### src/rtl/pi_fixed_pkg.sv
// Shared fixed-point helpers and FSM encoding for the time-multiplexed PI controller.
// Arithmetic is carried in a wide signed type so that every 2W+1-bit product fits without overflow.
package pi_fixed_pkg;

    localparam int unsigned WIDE     = 136;
    localparam int unsigned FRAC_DEF = 16;
    localparam logic [31:0] ONE      = 32'(1) << FRAC_DEF;

    typedef logic signed [WIDE-1:0] wide_t;

    typedef enum logic [2:0] {
        ST_IDLE,
        ST_SUM,
        ST_MUL,
        ST_ACC,
        ST_WR
    } pi_state_t;

    function automatic wide_t sat_w(input wide_t v, input int unsigned w);
        wide_t hi;
        wide_t lo;
        wide_t r;
        hi = (wide_t'(1) <<< (w - 1)) - wide_t'(1);
        lo = -hi - wide_t'(1);
        if (v > hi)
            r = hi;
        else if (v < lo)
            r = lo;
        else
            r = v;
        return r;
    endfunction

    function automatic wide_t clamp_lim(input wide_t v, input wide_t lo, input wide_t hi);
        wide_t r;
        if (v > hi)
            r = hi;
        else if (v < lo)
            r = lo;
        else
            r = v;
        return r;
    endfunction

endpackage

### src/rtl/pi_channel_dp.sv
// Shared PI datapath for one channel slice: registered SUM, MUL and ACC stages,
// with the limited output and new integrator state presented for the WR cycle.
module pi_channel_dp
    import pi_fixed_pkg::*;
#(
    parameter int unsigned    W           = 32,
    parameter int unsigned    FRAC        = 16,
    parameter logic [W-1:0]   KP          = 32'h00008000,
    parameter logic [W-1:0]   KI_DT2      = 32'h00004000,
    parameter logic [W-1:0]   UPPER       = 32'h00018000,
    parameter logic [W-1:0]   LOWER       = 32'hFFFE8000,
    parameter bit             ANTI_WINDUP = 1'b1
) (
    input  logic         clk,
    input  logic         rst,
    input  logic         en_sum,
    input  logic         en_mul,
    input  logic         en_acc,
    input  logic [W-1:0] xb,
    input  logic [W-1:0] xp,
    input  logic [W-1:0] i_cur,
    output logic [W-1:0] y,
    output logic         sat,
    output logic [W-1:0] i_new
);

    localparam wide_t KP_W = wide_t'($signed(KP));
    localparam wide_t KI_W = wide_t'($signed(KI_DT2));
    localparam wide_t UP_W = wide_t'($signed(UPPER));
    localparam wide_t LO_W = wide_t'($signed(LOWER));

    logic signed [W:0] s_q;
    logic [W-1:0]      pi_q;
    logic [W-1:0]      pp_q;
    logic [W-1:0]      in_q;
    logic [W-1:0]      u_q;
    logic signed [W:0] s_nx;
    wide_t             in_w;

    always_comb begin
        s_nx = {xb[W-1], xb} + {xp[W-1], xp};
        in_w = sat_w(wide_t'($signed(i_cur)) + wide_t'($signed(pi_q)), W);
        if (ANTI_WINDUP)
            in_w = clamp_lim(in_w, LO_W, UP_W);
    end

    // Arithmetic right shift on the signed wide product floors toward -inf.
    always_ff @(posedge clk or negedge rst) begin
        if (!rst) begin
            s_q  <= '0;
            pi_q <= '0;
            pp_q <= '0;
            in_q <= '0;
            u_q  <= '0;
        end else begin
            if (en_sum)
                s_q <= s_nx;
            if (en_mul) begin
                pi_q <= W'(sat_w((KI_W * wide_t'(s_q)) >>> FRAC, W));
                pp_q <= W'(sat_w((KP_W * wide_t'($signed(xb))) >>> FRAC, W));
            end
            if (en_acc) begin
                in_q <= W'(in_w);
                u_q  <= W'(sat_w(wide_t'($signed(pp_q)) + in_w, W));
            end
        end
    end

    always_comb begin
        y     = W'(clamp_lim(wide_t'($signed(u_q)), LO_W, UP_W));
        sat   = (y != u_q);
        i_new = in_q;
    end

endmodule

### src/rtl/pi_limit_multi.sv
// N-channel time-multiplexed PI controller with output limiting: FSM, channel
// counter, input buffer and per-channel integrator / previous-input state.
module pi_limit_multi
    import pi_fixed_pkg::*;
#(
    parameter int unsigned  N_CH        = 2,
    parameter int unsigned  W           = 32,
    parameter int unsigned  FRAC        = 16,
    parameter logic [W-1:0] KP          = 32'h00008000,
    parameter logic [W-1:0] KI_DT2      = 32'h00004000,
    parameter logic [W-1:0] UPPER       = 32'h00018000,
    parameter logic [W-1:0] LOWER       = 32'hFFFE8000,
    parameter bit           ANTI_WINDUP = 1'b1
) (
    input  logic              clk,
    input  logic              rst,
    input  logic              rst_user,
    input  logic              sta,
    input  logic [N_CH*W-1:0] x,
    output logic [N_CH*W-1:0] y,
    output logic [N_CH-1:0]   sat,
    output logic              busy,
    output logic              done_sig
);

    localparam int unsigned CH_W = (N_CH > 1) ? $clog2(N_CH) : 1;

    pi_state_t      state;
    pi_state_t      state_nx;
    logic [CH_W-1:0] ch;
    logic [W-1:0]   xb_q  [N_CH];
    logic [W-1:0]   i_st  [N_CH];
    logic [W-1:0]   xp_st [N_CH];
    logic [W-1:0]   y_q   [N_CH];

    logic           start;
    logic           en_sum;
    logic           en_mul;
    logic           en_acc;
    logic           wr;
    logic           last;
    logic [W-1:0]   y_ch;
    logic           sat_ch;
    logic [W-1:0]   i_new;

    always_ff @(posedge clk or negedge rst) begin
        if (!rst)
            state <= ST_IDLE;
        else
            state <= state_nx;
    end

    always_comb begin
        state_nx = state;
        start    = 1'b0;
        en_sum   = 1'b0;
        en_mul   = 1'b0;
        en_acc   = 1'b0;
        wr       = 1'b0;
        last     = (ch == CH_W'(N_CH - 1));
        case (state)
            ST_IDLE: if (sta) begin
                start    = 1'b1;
                state_nx = ST_SUM;
            end
            ST_SUM: begin
                en_sum   = 1'b1;
                state_nx = ST_MUL;
            end
            ST_MUL: begin
                en_mul   = 1'b1;
                state_nx = ST_ACC;
            end
            ST_ACC: begin
                en_acc   = 1'b1;
                state_nx = ST_WR;
            end
            ST_WR: begin
                wr       = 1'b1;
                state_nx = last ? ST_IDLE : ST_SUM;
            end
            default: state_nx = ST_IDLE;
        endcase
        if (rst_user)
            state_nx = ST_IDLE;
    end

    // rst_user wins over start and write-back in the same cycle.
    always_ff @(posedge clk or negedge rst) begin
        if (!rst) begin
            ch       <= '0;
            busy     <= 1'b0;
            done_sig <= 1'b0;
            sat      <= '0;
            for (int unsigned k = 0; k < N_CH; k++) begin
                xb_q[k]  <= '0;
                i_st[k]  <= '0;
                xp_st[k] <= '0;
                y_q[k]   <= '0;
            end
        end else if (rst_user) begin
            ch       <= '0;
            busy     <= 1'b0;
            done_sig <= 1'b0;
            sat      <= '0;
            for (int unsigned k = 0; k < N_CH; k++) begin
                i_st[k]  <= '0;
                xp_st[k] <= '0;
                y_q[k]   <= '0;
            end
        end else begin
            done_sig <= 1'b0;
            if (start) begin
                busy <= 1'b1;
                ch   <= '0;
                for (int unsigned k = 0; k < N_CH; k++)
                    xb_q[k] <= x[k*W +: W];
            end
            if (wr) begin
                y_q[ch]   <= y_ch;
                sat[ch]   <= sat_ch;
                i_st[ch]  <= i_new;
                xp_st[ch] <= xb_q[ch];
                if (last) begin
                    busy     <= 1'b0;
                    done_sig <= 1'b1;
                end else begin
                    ch <= ch + 1'b1;
                end
            end
        end
    end

    always_comb begin
        for (int unsigned k = 0; k < N_CH; k++)
            y[k*W +: W] = y_q[k];
    end

    pi_channel_dp #(
        .W          (W),
        .FRAC       (FRAC),
        .KP         (KP),
        .KI_DT2     (KI_DT2),
        .UPPER      (UPPER),
        .LOWER      (LOWER),
        .ANTI_WINDUP(ANTI_WINDUP)
    ) u_dp (
        .clk   (clk),
        .rst   (rst),
        .en_sum(en_sum),
        .en_mul(en_mul),
        .en_acc(en_acc),
        .xb    (xb_q[ch]),
        .xp    (xp_st[ch]),
        .i_cur (i_st[ch]),
        .y     (y_ch),
        .sat   (sat_ch),
        .i_new (i_new)
    );

endmodule

### config.mk
export PLATFORM = sky130hd
export DESIGN_NAME = pi_limit_multi
export DESIGN_NICKNAME = d
export VERILOG_FILES = /design/src/rtl/pi_fixed_pkg.sv /design/src/rtl/pi_channel_dp.sv /design/src/rtl/pi_limit_multi.sv
export SDC_FILE = /design/constraint.sdc
export NUM_CORES = 1
export LEC_CHECK = 0
export ABC_AREA = 1
export BUFFER_PORTS_ARGS = -buffer_cell sky130_fd_sc_hd__clkbuf_2
export CAP_MARGIN = 15
export CELL_PAD_IN_SITES_DETAIL_PLACEMENT = 0
export CELL_PAD_IN_SITES_GLOBAL_PLACEMENT = 1
export CORE_ASPECT_RATIO = 0.6
export CORE_MARGIN = 3
export CORE_UTILIZATION = 50
export DETAILED_ROUTE_END_ITERATION = 10
export PLACE_DENSITY_LB_ADDON = 0.1
export REMOVE_ABC_BUFFERS = 1
export SLEW_MARGIN = 20
export SYNTH_ARGS = -nofsm -noshare
export SYNTH_HDL_FRONTEND = slang
export SYNTH_HIERARCHICAL = 1
export SYNTH_SLANG_ARGS = --single-unit
### constraint.sdc
create_clock -name clk -period 20 [get_ports clk]
set_clock_uncertainty 0.2 [all_clocks]
set_input_delay 0 -clock clk [delete_from_list [all_inputs] [get_ports clk]]
set_output_delay 0 -clock clk [all_outputs]
set_load 0.01 [all_outputs]
==> After elaboration in Yosys (flattened, before gate mapping) <==
Cells that the tools add are included.
W data, S select, Z words.
{ "classes": {"addsub": 4, "n_lt_le_gt_ge": 16, "n_eq_ne": 6, "mux": 58, "bitwise_logic": 2, "n_reduce_logical": 5} }
{ "op_table": {"columns": ["op", "count"], "rows": [
  ["$mux W32", 18],
  ["$mux W136", 4],
  ["$mux W64", 6],
  ["$gt A136 B32 Y1 const B", 2],
  ["$lt A136 B32 Y1 const B", 2],
  ["$bwmux W64", 3],
  ["$add A32 B136 Y136", 1],
  ["$gt A136 B18 Y1 const B", 1],
  ["$lt A136 B18 Y1 const B", 1],
  ["$add A32 B32 Y33", 2],
  ["$gt A31 B32 Y1 const B", 2],
  ["$lt A31 B32 Y1 const B", 2],
  ["$demux W32 S1", 1],
  ["$gt A32 B18 Y1 const B", 1],
  ["$lt A32 B18 Y1 const B", 1],
  ["$ne A32 B32 Y1", 1],
  ["$mux W1", 19],
  ["$pmux W3 S5", 1],
  ["$eq A3 B2 Y1 const B", 2],
  ["$mux W3", 2],
  ["$mux W2", 2],
  ["$eq A3 B1 Y1 const B", 1],
  ["$eq A3 B3 Y1 const B", 1],
  ["$logic_not A3 Y1", 1],
  ["13 further kinds", 14]
]} }
{ "word_totals": {"ff_bits": 425, "inputBits": 68, "out_inout_bits": 68, "word_cells": 109} }

==> Logic depth before layout (Yosys ltp) <==
Gate-level depths: netlist of the first run.
{ "logic_depth": {"depth_word": 15, "depth_mapped": 59, "ltp_nobuf": 56} }

==> Hierarchy <==
The synthesis of the first run kept the hierarchy.
{ "by_module_without_submodules": {"columns": ["mod", "n_inst", "cells_each", "area_each_um2"], "rows": [
  ["pi_channel_dp", 1, 2096, 14771.7],
  ["pi_limit_multi", 1, 1356, 11551.1]
]} }

==> Worst setup path before layout of the first run <==
No wires, ideal clock.
{ "synth_timing": {"kind": "register to register", "from": "reg ch", "to": "reg u_dp.u_q[10]", "setup_time_ns": 0.126, "t_arrival_ns": 7.161, "setup_slack_ns": 12.513, "stages_incl_launch_ff": 43, "period_less_slack_ns": 7.487, "cell_sequence": "dfrtp_1 inv_2 buf_2 buf_1 nand2_1 nand2_1 ha_1 inv_1 fa_1 inv_1 nand2_1 nand2_1 nand3_1 nand2_2 nand2_1 nand2_2 nand2_1 nand2_1 [... 7 more ...] nor2_1 inv_1 nor4_4 clkbuf_1 a21oi_1 fa_1 inv_1 nor4b_1 nand3_1 nor3_1 nand4_1 inv_1 nand2_1 nor3_1 nand2_1 nand3_1 buf_2 a21oi_1"} }
{ "synth_via": {"elab_chain_len": 15, "word_cells_on_any_way": 18, "classes_between": "add/sub (2); order compare (6); mux (9); bitwise (1)"} }
{ "synth_lines": {"columns": ["element", "line", "text"], "rows": [
  ["from (decl)", "pi_limit_multi.sv:30", "logic [CH_W-1:0] ch;"],
  ["from (signal assigned)", "pi_limit_multi.sv:128", "ch <= ch + 1'b1;"],
  ["$not A1 Y2 (not written as such) (*)", "pi_limit_multi.sv:155", ".i_cur (i_st[ch]),"],
  ["$mux W32 (not written as such) (*) (3 in series)", "pi_limit_multi.sv:155", null],
  ["$add A32 B32 Y33 (*)", "pi_channel_dp.sv:42", "in_w = sat_w(wide_t'($signed(i_cur)) + wide_t'($signed(pi_q)), W);"],
  ["$lt A136 B32 Y1", "pi_fixed_pkg.sv:27", "else if (v < lo)"],
  ["$mux W136", "pi_fixed_pkg.sv:27", null],
  ["$mux W136 (*)", "pi_fixed_pkg.sv:25", "if (v > hi)"],
  ["$lt A136 B18 Y1", "pi_fixed_pkg.sv:38", "else if (v < lo)"],
  ["$mux W136", "pi_fixed_pkg.sv:38", null],
  ["$mux W136 (*)", "pi_fixed_pkg.sv:36", "if (v > hi)"],
  ["net u_dp.in_w[30]", "pi_channel_dp.sv:38", "wide_t in_w;"],
  ["$add A32 B136 Y136 (*)", "pi_channel_dp.sv:64", "u_q <= W'(sat_w(wide_t'($signed(pp_q)) + in_w, W));"],
  ["$lt A136 B32 Y1", "pi_fixed_pkg.sv:27", null],
  ["$mux W32", "pi_fixed_pkg.sv:27", null],
  ["$mux W32 (*)", "pi_fixed_pkg.sv:25", null],
  ["to (signal assigned)", "pi_channel_dp.sv:64", null],
  ["to (decl)", "pi_channel_dp.sv:36", "logic [W-1:0] u_q;"]
]} }
The timed path passes the listed nets; every way through them passes the cells marked *. The select of a mux whose other input is x is not followed.
A chain may end at the register's enable or synchronous reset.

==> Final worst setup path of the first run <==
{ "layout_timing": {"from": "reg ch", "to": "reg u_dp.u_q[4]"} }
Same word-level chain as after synthesis.

==> flow_summary.json, run 1 <==
{
  "drv_cap": 0,
  "use_met3_pct": 6.007,
  "diodes": 0,
  "r2r_cells": 53,
  "reg2reg_slack_ns": 8.74,
  "core-area_um2": 51490,
  "synth.top_cell.area_share_pct": 40.21,
  "synth_most_common_cell": "nand2_1",
  "reg2reg_to": "u_dp/u_q[4]",
  "gp_congestion": 0.9775,
  "cellLeakagePower_nw": 15.32,
  "endpoint_kind": "flop",
  "vias": 24830,
  "syn2layout_area_growth_pct": 16.02,
  "grt_use_total_pct": 31.60,
  "syn_inst": 3452,
  "peakVddDrop_uv": 90.38,
  "postLayoutCoreUtil_pct": 59.31,
  "yosysTopAreaCell": "dfrtp_1",
  "initial_core_util_pct": 51.12,
  "hold_buffers": 193,
  "tightest_slew_ns": 1.055,
  "routed_wl_mm": 87.61,
  "path_class": "reg2reg",
  "dieWidth_um": 302.2,
  "clockRootBuffer": "clkbuf_16",
  "drc": 0,
  "clk_latency_ns": 0.56,
  "io_buffers": 135,
  "chipHeight_um": 183.7,
  "cts_inserted_buffers": 41,
  "hp-class": "in2reg",
  "worstHoldEndpoint": "state[2]",
  "holdPathStages": 3,
  "viasPerCell": 5.622,
  "drtAntennaViolNets": 0,
  "synth-seq-cells": 423,
  "syn-cell-area_um2": 26320,
  "first_global_vias": 23510,
  "synth_edf_count": 0,
  "cp-start-kind": "flop",
  "max_stage_delay_ns": 0.70,
  "status": "finished clean",
  "timing.rr.start": "ch",
  "globalRouteOverflowTotal": 0,
  "hpwl_mm": 62.69,
  "cellPowerDensity_nw_per_um2": 122.7,
  "cts_tree": "done",
  "drive_gt1_share_pct": 8.918,
  "ctsLongestPathBuffers": 3,
  "setup_viol": 0,
  "clk_pin_slew_worst_paths_ns": 0.06,
  "clock_sinks": 423,
  "hp-start": "rst_user",
  "placementRows": 64,
  "drtIter0Drc": 2546,
  "ys.flop_type": "dfrtp_1",
  "busiest_layer": "met1",
  "finalMaxSlewViolations": 0,
  "grt_use_met1_pct": 51.39,
  "grt_pass1_wl_mm": 137.5,
  "slew-limit-headroom_pct": 29.58,
  "htreeDepth": 2,
  "cts-resized-gates": 0,
  "ioPinCount": 136,
  "first_pass_iters": 7,
  "min_period_ns": 11.26,
  "postCtsSetupBuffers": 0,
  "wl_per_cell_um": 19.84,
  "ys_warn_count": 6,
  "antenna_found_initial": 1,
  "fin_nets": 3910,
  "synth_cell_types": 56,
  "yosys-top-cells-count": "nand2_1 (1034), dfrtp_1 (423), inv_1 (355), nand3_1 (303), o21ai_0 (252)",
  "synth.avg_cell_area_um2": 7.625,
  "finalCritPeriodShare_pct": 56.30,
  "hold_viol_final": 0,
  "cp_slowest_cell": "dfrtp_4",
  "cp_max_fo": 48,
  "arrival_ns": 11.52,
  "fin_tns_setup_ns": 0,
  "synth.area.top_cells": "dfrtp_1 (40%), nand2_1 (15%), nand3_1 (5.8%), inv_1 (5.1%), o21ai_0 (4.8%)",
  "critPathRequiredTime_ns": 20.26,
  "rsz0062_at_grt": "no",
  "met2_usage_pct": 44.03,
  "grt_max_degree": 160,
  "yosysSeqAreaShare_pct": 40.21,
  "synthArstFlopShare_pct": 100.0,
  "die_area_um2": 55530,
  "max_clock_freq_mhz": 88.81,
  "cp_common_cell": "nand2_1"
}
layer usage:
metal | share of wire, % | up-vias
li1 | - | 11680
met5 | 0.027 | -
met2 | 40 | 944
met3 | 8.6 | 60
met1 | 50 | 12140
met4 | 1.0 | 4
metrics by stage:
step           hold WS (ns)  total power [W]  instance area (µm²)  setup WS (ns)  cells
2_1_floorplan       -0.4956         0.002306                25520          9.175   3303
3_3_place_gp       -0.05363         0.002885                27250          9.140   4150
3_5_place_dp       -0.03175         0.002886                27250          8.916   4150
4_1_cts              0.1334         0.003713                30520          8.870   4415
5_1_grt              0.1830         0.004009                30540          7.822   4416
6_report             0.1669         0.003748                30540          8.741   4416
how the worst max path moves through the flow:
stage	startpoint	to	slack [ns]	depth (start not counted)
after global routing	ch	u_dp/u_q[4]	7.82	54
after floorplan	ch	u_dp/u_q[0]	9.17	54
final	ch	u_dp/u_q[4]	8.74	53
after CTS	ch	u_dp/u_q[4]	8.87	53
after global placement	ch	u_dp/u_q[7]	9.14	53
after detailed placement	ch	u_dp/u_q[4]	8.92	53
flip-flops by register name, indices dropped and copies added (netlist names):
name	cells
busy	1
ch	1
done_sig	1
i_st	64
sat	2
state	3
u_dp/i_new	32
u_dp/pi_q	32
u_dp/pp_q	32
u_dp/s_q	31
u_dp/u_q	32
xb_q	64
xp_st	64
y	64
cells in the final DEF (no fill, tap or decap), drive strengths merged:
| cell type | instances |
|---|---|
| bufinv | 3 |
| clkbuf | 193 |
| nor2 | 225 |
| xnor2 | 28 |
| or2 | 11 |
| o221ai | 1 |
| a221oi | 3 |
| a211oi | 1 |
| o31ai | 3 |
| nand3 | 308 |
| inv | 359 |
| xor2 | 25 |
| a2111o | 1 |
| nand2 | 1044 |
| nand3b | 8 |
| o21bai | 10 |
| o21a | 7 |
| buf | 22 |
| nor4b | 1 |
| a21oi | 203 |
| and2 | 16 |
| nor3 | 36 |
| a21boi | 9 |
| nor3b | 2 |
| nand4 | 37 |
| o211ai | 1 |
| ha | 97 |
| clkinv | 8 |
| a21o | 7 |
| nor4 | 24 |
| clkinvlp | 2 |
| dlygate4sd3 | 192 |
| fa | 51 |
| o221a | 1 |
| a31oi | 13 |
| mux2 | 58 |
| dfrtp | 423 |
| o21ai | 290 |
worst max-delay path: cells and delay by family (launching register included):
family                   cells  cell delay, ns
flip-flops                   1            0.70
AO/OA/AOI/OAI                2            0.36
AND/OR/NAND/NOR             38            5.91
adder cells (fa/ha/maj)      4            1.32
buffers and inverters        9            2.55
logic make-up (layout without fill, tap and decap cells):
family / after synthesis / in the layout / share of synthesized area [%]
buffers and inverters: 508 / 779 / 8.166
adders and majority gates: 148 / 148 / 8.489
xor gates and xnor gates: 53 / 53 / 1.763
DFF: 423 / 423 / 40.21
muxes: 58 / 58 / 2.481
AOI/OAI and AO/OA: 550 / 550 / 11.17
and+or+nand+nor: 1712 / 1712 / 27.72
cell type report:
cell class,instances,area (µm²)
tap,693,867.1
sequential,423,10590
clock buffer,59,1164
timing repair buffer,348,2810
inverter,359,1353
fill,4596,20950
multi-input combinational,2521,13600
clock inverter,13,156.4
power breakdown:
group          switching [W]  internal (W)  leakage [nW]
Sequential          0.000168       0.00104          5.55
Combinational        0.00119      0.000568          9.12
Clock               0.000340      0.000444         0.644
Note: power is estimated with default switching activity, not from simulation.
==> inputs of run 2 (changes only) <==
- CORE_UTILIZATION: 50 -> 42
- clock period: 20 -> 10.15 ns (I/O delays scaled with it)
==> flow_summary.json, run 2 (synthesis results as in run 1) <==
{
  "cp_max_fo": 45,
  "cellPowerDensity_nw_per_um2": 243.9,
  "clk_pin_slew_worst_paths_ns": 0.07,
  "cp.buffers_inverters": 7,
  "fin_nets": 3924,
  "hpwl_mm": 64.47,
  "core-area_um2": 61480,
  "endpoint_kind": "flop",
  "status": "finished clean",
  "hp-class": "in2reg",
  "finalMaxSlewViolations": 0,
  "gp_congestion": 1.006,
  "drtAntennaViolNets": 0,
  "first_global_vias": 23900,
  "setup.worst_path.start": "ch",
  "io_buffers": 135,
  "layout_commonest_cell": "nand2_1",
  "clockRootBuffer": "clkbuf_16",
  "syn2layout_area_growth_pct": 17.61,
  "cts_tree": "done",
  "max_clock_freq_mhz": 108.0,
  "diodes": 0,
  "clk_latency_ns": 0.61,
  "globalRouteOverflowTotal": 0,
  "cts_inserted_buffers": 43,
  "dieWidth_um": 329.2,
  "hold_viol_final": 0,
  "grt_pass1_wl_mm": 140.3,
  "setup_viol": 0,
  "drtIter0Drc": 2206,
  "chipHeight_um": 199.9,
  "arrival_ns": 9.57,
  "critPathRequiredTime_ns": 10.46,
  "slew-limit-headroom_pct": 26.01,
  "n_fill_cell": 6072,
  "htreeDepth": 2,
  "cp_top_family": "simple AND/OR/NAND/NOR gates",
  "drv_cap": 0,
  "cellLeakagePower_nw": 15.44,
  "first_pass_iters": 6,
  "cp-start-kind": "flop",
  "layout_common_cells": "nand2_1 (1032), dfrtp_1 (421), inv_1 (351)",
  "grt_use_total_pct": 27.31,
  "initial_core_util_pct": 42.81,
  "antenna_found_initial": 1,
  "wl_per_cell_um": 19.47,
  "viasPerCell": 5.357,
  "hp-start": "rst_user",
  "vias": 24490,
  "rsz0062_at_grt": "no",
  "clock_sinks": 423,
  "drive_gt1_share_pct": 9.538,
  "peakVddDrop_uv": 182.9,
  "drc": 0,
  "max_stage_delay_ns": 0.50,
  "path_class": "reg2reg",
  "tightest_slew_ns": 1.098,
  "ioPinCount": 136,
  "min_period_ns": 9.260,
  "power_w": 0.007550,
  "cp_common_cell": "nand2_1",
  "ctsLongestPathBuffers": 3,
  "postLayoutCoreUtil_pct": 50.35,
  "die_area_um2": 65810,
  "finalCritPeriodShare_pct": 91.23,
  "placementRows": 70,
  "timing.rr.start": "ch",
  "grt_max_degree": 105,
  "cp_slowest_cell": "fa_1",
  "routed_wl_mm": 88.99
}
[run 2: power breakdown]
part	internal (W)	switching, W	total [W]
Sequential	0.00204	0.000340	0.00238
Combinational	0.00114	0.00235	0.00349
Clock	0.000937	0.000747	0.00168
[run 2: metal layers]
layer	track usage, %	share of wire, %
met5	0	0
met4	5.539	1.6
met3	4.126	6.5
met2	37.60	39
met1	44.54	53
[run 2: worst min-delay path: stages]
cell and delay, ns:
dlygate4sd3_1 0.54, clkbuf_2 0.25, nor3_1 0.09
[run 2: timing repair]
| item | in CTS | in global routing |
|---|---|---|
| setup endpoints to repair | 0 | 31 |
| hold endpoints to repair | 209 | 0 |
| hold buffers | 198 | 0 |
| resized for setup | 0 | 5 |
| setup buffers | 0 | 0 |
[run 2: metrics by stage]
stage	cell area [µm²]	instances	worst slack, ns	setup TNS [ns]	hold WS [ns]
2_1_floorplan	25520	3303	-0.6752	-20.93	-0.4956
3_3_place_gp	27460	4292	0.8440	0	-0.1508
3_5_place_dp	27460	4292	0.7781	0	-0.1411
4_1_cts	30920	4570	0.7462	0	0.08728
5_1_grt	30960	4571	0.01891	0	0.1247
6_report	30960	4571	0.8899	0	0.1348
[run 2: final timing paths]
check	to	slack [ns]	depth (start not counted)
max	u_dp/u_q[7]	0.89	46
min	state[2]	0.13	3
max reg2reg	u_dp/u_q[7]	0.89	46
min reg2reg	u_dp/i_new[28]	0.28	2
max in group asynchronous	xp_st[10]	7.73	5
min in group asynchronous	y[37]	0.44	4
[run 2: area by class of cell]
cell class	instances	area (µm²)	share of cell area, %
well taps	828	1036	3.347
inverters	359	1355	4.377
flip-flops and latches	423	10590	34.21
clock buffers	51	1167	3.771
repair buffers	360	2912	9.405
clock inverters	29	296.5	0.9579
multi-input cells	2521	13600	43.93
==> inputs of run 3 (changes only) <==
- CORE_UTILIZATION: 42 -> 47
- clock period: 10.15 -> 10.58 ns (I/O delays scaled with it)
==> flow_summary.json, run 3 (synthesis results as in run 1) <==
{
  "status": "finished clean",
  "grt_max_degree": 144,
  "p_clk_share_pct": 21.2,
  "vias": 24760,
  "cp_slowest_cell": "fa_1",
  "cellPowerDensity_nw_per_um2": 230.8,
  "critPathRequiredTime_ns": 10.90,
  "drtAntennaViolNets": 0,
  "wl_per_cell_um": 19.71,
  "htreeDepth": 2,
  "hp-class": "in2reg",
  "p_sw_w": 0.003225,
  "slew-limit-headroom_pct": 24.67,
  "placementRows": 66,
  "finalMaxSlewViolations": 0,
  "die_area_um2": 58970,
  "grt_use_total_pct": 29.83,
  "clk_latency_ns": 0.59,
  "placed_cell_area_um2": 27350,
  "fin_nets": 3920,
  "grt_pass1_wl_mm": 138.5,
  "clock_sinks": 423,
  "cellLeakagePower_nw": 15.35,
  "routed_wl_mm": 88.39,
  "max_clock_freq_mhz": 103.9,
  "layout_common_cells": "nand2_1 (1034), dfrtp_1 (421), inv_1 (352)",
  "drv_cap": 0,
  "finalCritPeriodShare_pct": 91.00,
  "n_fill_cell": 5085,
  "globalRouteOverflowTotal": 0,
  "path_class": "reg2reg",
  "antenna_found_initial": 4,
  "gp_congestion": 1.044,
  "syn2layout_area_growth_pct": 16.57,
  "chipHeight_um": 189.3,
  "layout_commonest_cell": "nand2_1",
  "p_int_w": 0.003857,
  "cts_tree": "done",
  "setup_viol": 0,
  "clockRootBuffer": "clkbuf_16",
  "cp-start-kind": "flop",
  "cts-resized-gates": 0,
  "arrival_ns": 9.94,
  "cts_inserted_buffers": 42,
  "rsz0062_at_grt": "no",
  "io_buffers": 135,
  "cp_max_fo": 33,
  "peakVddDrop_uv": 257.9,
  "p_sw_share_pct": 45.54,
  "hold_viol_final": 0,
  "drc": 0,
  "seq_power_share_pct": 32.2,
  "dieWidth_um": 311.5,
  "hpwl_mm": 63.79,
  "ioPinCount": 136,
  "clk_pin_slew_worst_paths_ns": 0.07,
  "min_period_ns": 9.628,
  "drtIter0Drc": 2561,
  "first_global_vias": 23570,
  "drive_gt1_share_pct": 8.967,
  "ctsLongestPathBuffers": 3,
  "core-area_um2": 54750,
  "max_stage_delay_ns": 0.50,
  "power_w": 0.007082,
  "viasPerCell": 5.522,
  "cp_common_cell": "nand2_1",
  "finalInstanceArea_um2": 30680,
  "endpoint_kind": "flop",
  "initial_core_util_pct": 48.08,
  "first_pass_iters": 7,
  "comb_power_share_pct": 46.6,
  "tightest_slew_ns": 1.130
}
==> run 3: changes by cell type in the layout (fill, tap and decap cells not counted), sizes merged <==
| cell | before | now |
|---|---|---|
| inv | 362 | 361 |
| clkinv | 16 | 8 |
| buf | 29 | 26 |
| clkinvlp | 6 | 3 |
| bufinv | 4 | 2 |
| clkbuf | 185 | 195 |
| diode | 0 | 1 |
==> run 3: power by group through the flow <==
stage	Sequential (W)	Clock [W]	Combinational [W]
4_1_cts	0.00227	0.00153	0.00324
3_3_place_gp	0.00229	0	0.00316
2_1_floorplan	0.00217	0	0.00219
6_report	0.00228	0.00150	0.00330
3_5_place_dp	0.00230	0	0.00316
5_1_grt	0.00231	0.00159	0.00369
==> run 3: path summary, 6_finish.rpt <==
check | end | slack, ns | cells past startpoint | start
setup / recovery | u_dp/u_q[4] | 0.95 | 45 | ch
hold / removal | state[2] | 0.15 | 3 | rst_user
setup reg to reg | u_dp/u_q[4] | 0.95 | 45 | ch
hold reg to reg | u_dp/i_new[21] | 0.28 | 2 | u_dp/i_new[21]
max in group asynchronous | done_sig | 8.38 | 5 | rst
min in group asynchronous | state[0] | 0.40 | 4 | rst
==> run 3: through the flow <==
stage,std cells,worst slack [ns],hold slack (ns),TNS [ns],util [%]
2_1_floorplan,3303,-0.2452,-0.4956,-7.601,-
3_3_place_gp,4210,1.248,-0.06395,0,49.96
3_5_place_dp,4210,1.157,-0.04063,0,49.96
4_1_cts,4484,1.144,0.1034,0,56.03
5_1_grt,4484,0.04993,0.1320,0,56.04
6_report,4485,0.9519,0.1464,0,56.04
==> run 3: final cells by class <==
| cell class | instances | area [µm²] | share of cell area [%] |
|---|---|---|---|
| clock inverters | 15 | 162.7 | 0.5301 |
| flip-flops and latches | 423 | 10590 | 34.51 |
| well taps | 748 | 935.9 | 3.050 |
| clock buffers | 61 | 1162 | 3.788 |
| repair buffers | 357 | 2882 | 9.391 |
| diodes | 1 | 2.502 | 0.008156 |
| inverters | 359 | 1353 | 4.408 |
| multi-input cells | 2521 | 13600 | 44.31 |
==> run 3: critical path: cells and delay by family, from the launching register on <==
family,cells,cell delay [ns]
simple gates,29,4.73
fa+ha+maj,4,1.48
buf+inv,7,1.47
compound gates,5,1.17
flops,1,0.47
==> run 3: what timing repair did <==
item / CTS / global route
hold endpoints to repair: 200 / 0
buffers inserted: 0 / 0
hold buffers: 198 / 0
==> run 3: per-layer routing <==
| layer | track usage (%) | share of wire (%) | vias up |
|---|---|---|---|
| met5 | 0 | 0 | - |
| met4 | 6.032 | 1.8 | 0 |
| met3 | 5.174 | 8.2 | 97 |
| met2 | 41.72 | 40 | 930 |
| met1 | 47.76 | 50 | 12060 |
| li1 | - | - | 11680 |
